File: config.mk
export PLATFORM = sky130hd
export DESIGN_NAME = updn_cmd_ctrl
export DESIGN_NICKNAME = d
export VERILOG_FILES = /design/src/rtl/updn_cmd_ctrl.sv
export SDC_FILE = /design/constraint.sdc
export NUM_CORES = 1
export LEC_CHECK = 0
export ABC_CLOCK_PERIOD_IN_PS = 1700
export CAP_MARGIN = 20
export CORE_MARGIN = 2
export CORE_UTILIZATION = 40
export CTS_CLUSTER_SIZE = 28
export DETAILED_ROUTE_END_ITERATION = 8
export GPL_ROUTABILITY_DRIVEN = 1
export SLEW_MARGIN = 20
export SYNTH_ARGS = -nofsm -noshare
export SYNTH_HDL_FRONTEND = slang
export SYNTH_SLANG_ARGS = --single-unit
File: constraint.sdc
create_clock -name clk -period 1.7 [get_ports clk]
set_input_delay 0.425 -clock clk [delete_from_list [all_inputs] [get_ports clk]]
set_output_delay 0.425 -clock clk [all_outputs]
set_load 0.01 [all_outputs]
File: src/rtl/updn_cmd_ctrl.sv
// updn_cmd_ctrl: push-button front end for the up/down counter.
// Each raw button is synchronised and debounced. Press events and up/down
// auto-repeat events become single-cycle Load/Up/Down commands. High/Low from
// the counter gate off increments and decrements that would go past a limit.
module updn_cmd_ctrl #(
   parameter int WIDTH     = 5,
   parameter int DB_CYCLES = 4,
   parameter int REP_DELAY = 16,
   parameter int REP_RATE  = 4
) (
   input  logic             clk,
   input  logic             rst_n,
   input  logic             btn_up,
   input  logic             btn_dn,
   input  logic             btn_ld,
   input  logic [WIDTH-1:0] ld_val,
   input  logic             High,
   input  logic             Low,
   output logic             Load,
   output logic             Up,
   output logic             Down,
   output logic [WIDTH-1:0] IN
);

   localparam int NB   = 3;   // buttons: bit 0 up, bit 1 down, bit 2 load
   localparam int B_UP = 0;
   localparam int B_DN = 1;
   localparam int B_LD = 2;
   localparam int NR   = 2;   // only up and down auto-repeat

   localparam int CW = (DB_CYCLES > 1) ? $clog2(DB_CYCLES) : 1;
   localparam int HW = $clog2(REP_DELAY + 1);

   localparam logic [CW-1:0] DB_LAST = CW'(DB_CYCLES - 1);
   localparam logic [HW-1:0] REP_AT  = HW'(REP_DELAY);
   // Reload to REP_DELAY-REP_RATE counting the repeat cycle itself, so the
   // counter is back at REP_DELAY exactly REP_RATE cycles later.
   localparam logic [HW-1:0] REP_RELOAD = HW'(REP_DELAY - REP_RATE + 1);
   localparam logic [HW-1:0] HOLD_ONE   = HW'(1);

   logic [NB-1:0]         sync1_q, sync1_d;
   logic [NB-1:0]         sync2_q, sync2_d;
   logic [NB-1:0]         stable_q, stable_d;
   logic [NB-1:0]         stable_dly_q, stable_dly_d;
   logic [NB-1:0][CW-1:0] cnt_q, cnt_d;
   logic [NR-1:0][HW-1:0] hold_q, hold_d;
   logic                  load_q, load_d;
   logic                  up_q, up_d;
   logic                  down_q, down_d;
   logic [WIDTH-1:0]      in_q, in_d;

   logic [NB-1:0]         press;
   logic [NR-1:0]         rep;
   logic                  ev_up, ev_dn, ev_ld;

   // Synchroniser, debounce and press-edge detection for every button.
   always_comb begin
      sync1_d      = {btn_ld, btn_dn, btn_up};
      sync2_d      = sync1_q;
      stable_dly_d = stable_q;
      stable_d     = stable_q;
      cnt_d        = '0;
      for (int i = 0; i < NB; i++) begin
         if (sync2_q[i] != stable_q[i]) begin
            if (cnt_q[i] == DB_LAST) begin
               stable_d[i] = sync2_q[i];
            end else begin
               cnt_d[i] = cnt_q[i] + CW'(1);
            end
         end
      end
      press = stable_q & ~stable_dly_q;
   end

   // Auto-repeat timers: hold_q counts cycles since the press event
   // (0 in the press cycle itself) and is held at zero while released.
   always_comb begin
      hold_d = '0;
      rep    = '0;
      for (int i = 0; i < NR; i++) begin
         if (!stable_q[i]) begin
            hold_d[i] = '0;
         end else if (press[i]) begin
            hold_d[i] = HOLD_ONE;
         end else if (hold_q[i] == REP_AT) begin
            rep[i]    = 1'b1;
            hold_d[i] = REP_RELOAD;
         end else begin
            hold_d[i] = hold_q[i] + HW'(1);
         end
      end
   end

   // Limit suppression, then Load > Down > Up arbitration into the output flops.
   always_comb begin
      ev_ld  = press[B_LD];
      ev_dn  = (press[B_DN] | rep[B_DN]) & ~Low;
      ev_up  = (press[B_UP] | rep[B_UP]) & ~High;
      load_d = ev_ld;
      down_d = ev_dn & ~ev_ld;
      up_d   = ev_up & ~ev_ld & ~ev_dn;
      in_d   = ev_ld ? ld_val : in_q;
   end

   // All state, cleared asynchronously.
   always_ff @(posedge clk or negedge rst_n) begin
      if (!rst_n) begin
         sync1_q      <= '0;
         sync2_q      <= '0;
         stable_q     <= '0;
         stable_dly_q <= '0;
         cnt_q        <= '0;
         hold_q       <= '0;
         load_q       <= 1'b0;
         up_q         <= 1'b0;
         down_q       <= 1'b0;
         in_q         <= '0;
      end else begin
         sync1_q      <= sync1_d;
         sync2_q      <= sync2_d;
         stable_q     <= stable_d;
         stable_dly_q <= stable_dly_d;
         cnt_q        <= cnt_d;
         hold_q       <= hold_d;
         load_q       <= load_d;
         up_q         <= up_d;
         down_q       <= down_d;
         in_q         <= in_d;
      end
   end

   assign Load = load_q;
   assign Up   = up_q;
   assign Down = down_q;
   assign IN   = in_q;

endmodule

==> impl_results.md <==
- Status: finished clean
- Hold Crit Class: flip-flop to flip-flop
- Largest family of logic cells by synthesized area: simple AND/OR/NAND/NOR gates
- Endpoints failing hold: 0
- DR vias: approximately 800
- Routed wire length per instance: 11.99 µm
- Final setup viols: 0
- Reg power frac: roughly half
- Synth Area in Simple Gates: between 10% and 20%
- Critical path cell sequence: clkdlybuf4s50_1
- Mapped Nets: between 100 and 150
- Insertion delay to the later sink of the worst-skew pair: 0.33 ns
- WHS: around 0.36 ns
- Post-synth EDFFs: 0
- Commonest cells after routing, fill and taps aside: dfrtp_1, clkdlybuf4s50_1, a21oi_1
- Reg2reg start: hold_q[5]
- Fraction of registers with async set or reset after synthesis: 100.0%
- Worst R2R End: Down
- Initial Utilization: 42.19%
- Detailed Place HPWL: 1.483 mm
- Total GRT Usage: 12.59%
- Top post-synthesis cells by area: dfrtp_1, ha_1, mux2_2, nand4bb_4, xnor2_1
- Hold_buf cts: 0
- Crit path required time: 1.27 ns
- Mapped Area: 1430 µm²
- Layout area overhead: 25.11%
- First-pass DRT Iterations: 4
- Setup TNS: 0 ns
- I/O Pins: 20
- Maximum buffer depth of the clock tree: 2
- Worst-path fanout max: 1
- Syn avg cell area: 14.16 µm²
- R2r setup slk: roughly 0.34 ns
- Core Box Area: around 3400 µm²
- Tcrit/Tclk final: a little over nine tenths
- Seq/Total Area, Yosys: 62.99%
- Cell-internal power: 1.842 mW
- CP startpoint: Up
- First-pass GRT wire length: around 3.8 mm
- Gr busiest metal: met2
- Largest net degree at the start of global routing: 37
- MaxCap Viol Count: 0
- Final worst path period need: 1.610 ns
- Post-route ant nets: 0
- Synth Area in Compound Gates: 4.987%
- CTS H-Tree Depth: 2
- Met3 Use GR: 6.690%
- Crit path buf inv count: 1
- Slew HR: 84.49%
- Post_cts resized: 0
- Sw power: ~750 µW
- Worst Clk Skew: 0.005650 ns
- Pwr Total: 2.590 mW
- Measured slew at the worst slew-check pin: 0.2306 ns
- Area share of the largest cell type after synthesis: 62.99%
- WS Path Type: flip-flop to output pin
- Clock share of power: 22.3%
- Instance count of the mapped netlist: between 100 and 150
- Rows: 21
- Synth area leader: dfrtp_1
- Crit-path slowest cell: clkdlybuf4s50_1
- Final net count: between 100 and 150
- Hold path cells: 0
- Most common cell after layout, fill and taps aside: dfrtp_1
- Initial antenna violation count: 0
- Post-CTS Setup Inserts: 0
- Mux contribution to synthesized area: 5.512%
- Worst reg-to-reg path cell count: 5
- Synth warnings: 0
- Crit path depth: 1
- Post-synthesis xor/xnor area fraction: 4.287%
- Crit path to: Up
- Synth Register Bits: 36
- Placer Congestion: about 0.76
- Critical Path End Type: output pin
- Ys flop type: dfrtp_1
- Number of port buffers: 19
- CP peak stage delay: 0.53 ns
- Num Clock Sinks: 36
- Data arrival time of the worst path: roughly 1.2 ns
- Kind of start point of the critical path: flip-flop
- Maximum clock frequency: between 0.6 and 0.7 GHz
- GRT met2 Usage: between 10% and 20%
- Comb power frac: between 20 and 30%
- CTS tree: built
- Net Sw Frac: 28.89%
- Vias per cell: 4.680
- Slew Viols, Final: 0
- Root Buffer Master: clkbuf_4
- Lkg Pwr: 0.8196 nW
- Die Wd: 63.80 µm
- M1 GR Usage: 15.00%
- RSZ-0062 raised after global routing: false
- Peak VDD IR: 0.0006385 V
- Post-synthesis adder-cell area fraction: 6.124%
- Delay-heaviest family, CP: buffers and inverters
- Via count of the first global-routing pass: 862
- Share of post-route cells with drive strength above 1: 16.28%
- CTS buffer count: 5
- Drt total wl: 2.098 mm
- Total die area: 4070 µm²
- DRC viols: 0
- Distinct cells, synth: 24
- Worst-path clk slew: 0.10 ns
- Power per cell area: 1448 nW/µm²
- Detailed Route Iter0 Violations: 55
- GRT overflow: 0
- Antenna diodes: 0
- Die Y: 63.80 µm
[stage by stage]
| step | util [%] | instances | setup slack, ns | area, µm² |
|---|---|---|---|---|
| after floorplan | - | 101 | 0.4482 | 1430 |
| after global placement | 50.17 | 167 | 0.3951 | 1700 |
| after detailed placement | 50.17 | 167 | 0.3593 | 1700 |
| after CTS | 52.42 | 175 | 0.004381 | 1777 |
| after global routing | 52.79 | 175 | 0.02121 | 1789 |
| final | 52.79 | 175 | 0.09002 | 1789 |
[synthesized netlist by cell type, types with 2 or more instances]
library cell / instances
a21oi_1: 8
and3_1: 2
and4_1: 2
dfrtp_1: 36
ha_1: 7
inv_1: 5
mux2_2: 7
nand2_1: 3
nand2b_1: 3
nand3_1: 2
nand4bb_4: 2
nor2b_1: 4
nor3_1: 3
nor4_1: 2
xnor2_1: 5
xor2_1: 2
[state kept, by name (all words and copies together) (netlist names)]
signal	flops
Up	1
Load	1
stable_dly_d	3
stable_dly_q	3
sync2_q	3
cnt_q	6
IN	5
sync1_q	3
Down	1
hold_q	10
[kinds of logic (layout without fill, tap and decap cells)]
family,after synthesis,after routing
DFF,36,36
and+or+nand+nor,26,26
AOI/OAI and AO/OA,12,12
adders and majority gates,7,7
xor gates and xnor gates,7,7
muxes,7,7
buffers and inverters,6,34
[how the worst min path moves through the flow]
stage | startpoint | end | slack, ns
final | sync1_q[0] | sync2_q[0] | 0.36
after global routing | sync1_q[0] | sync2_q[0] | 0.37
after CTS | sync1_q[0] | sync2_q[0] | 0.36
after detailed placement | sync1_q[0] | sync2_q[0] | 0.33
after global placement | sync1_q[0] | sync2_q[0] | 0.33
after floorplan | rst_n | Down | 0.13
[per-layer routing]
metal  vias to the layer above  wire, µm
li1                        403         -
met1                       395       956
met2                        19      1005
met3                         2       119
met4                         0        17
met5                         -         0
[area by class of cell]
| class | instances | area, µm² |
|---|---|---|
| Tap cell | 46 | 57.56 |
| Sequential cell | 36 | 900.9 |
| Inverter | 5 | 18.77 |
| Timing Repair Buffer | 21 | 230.2 |
| Clock inverter | 2 | 35.03 |
| Multi-Input combinational cell | 59 | 505.5 |
| Fill cell | 296 | 1600 |
| Clock buffer | 6 | 41.29 |
[power groups by stage]
stage / Combinational [mW] / Clock (mW) / Sequential (mW)
after floorplan: 0.432 / 0 / 1.30
after global placement: 0.757 / 0 / 1.28
after detailed placement: 0.769 / 0 / 1.30
after CTS: 0.774 / 0.604 / 1.28
after global routing: 0.824 / 0.637 / 1.31
final: 0.739 / 0.577 / 1.27
[worst register-to-register path, stage by stage, from the launching register on]
cell and delay, ns:
dfrtp_1 0.43, inv_1 0.07, ha_1 0.21, nand4bb_4 0.15
a211oi_2 0.29, and2b_1 0.15
Note: power is estimated with default switching activity, not from simulation.
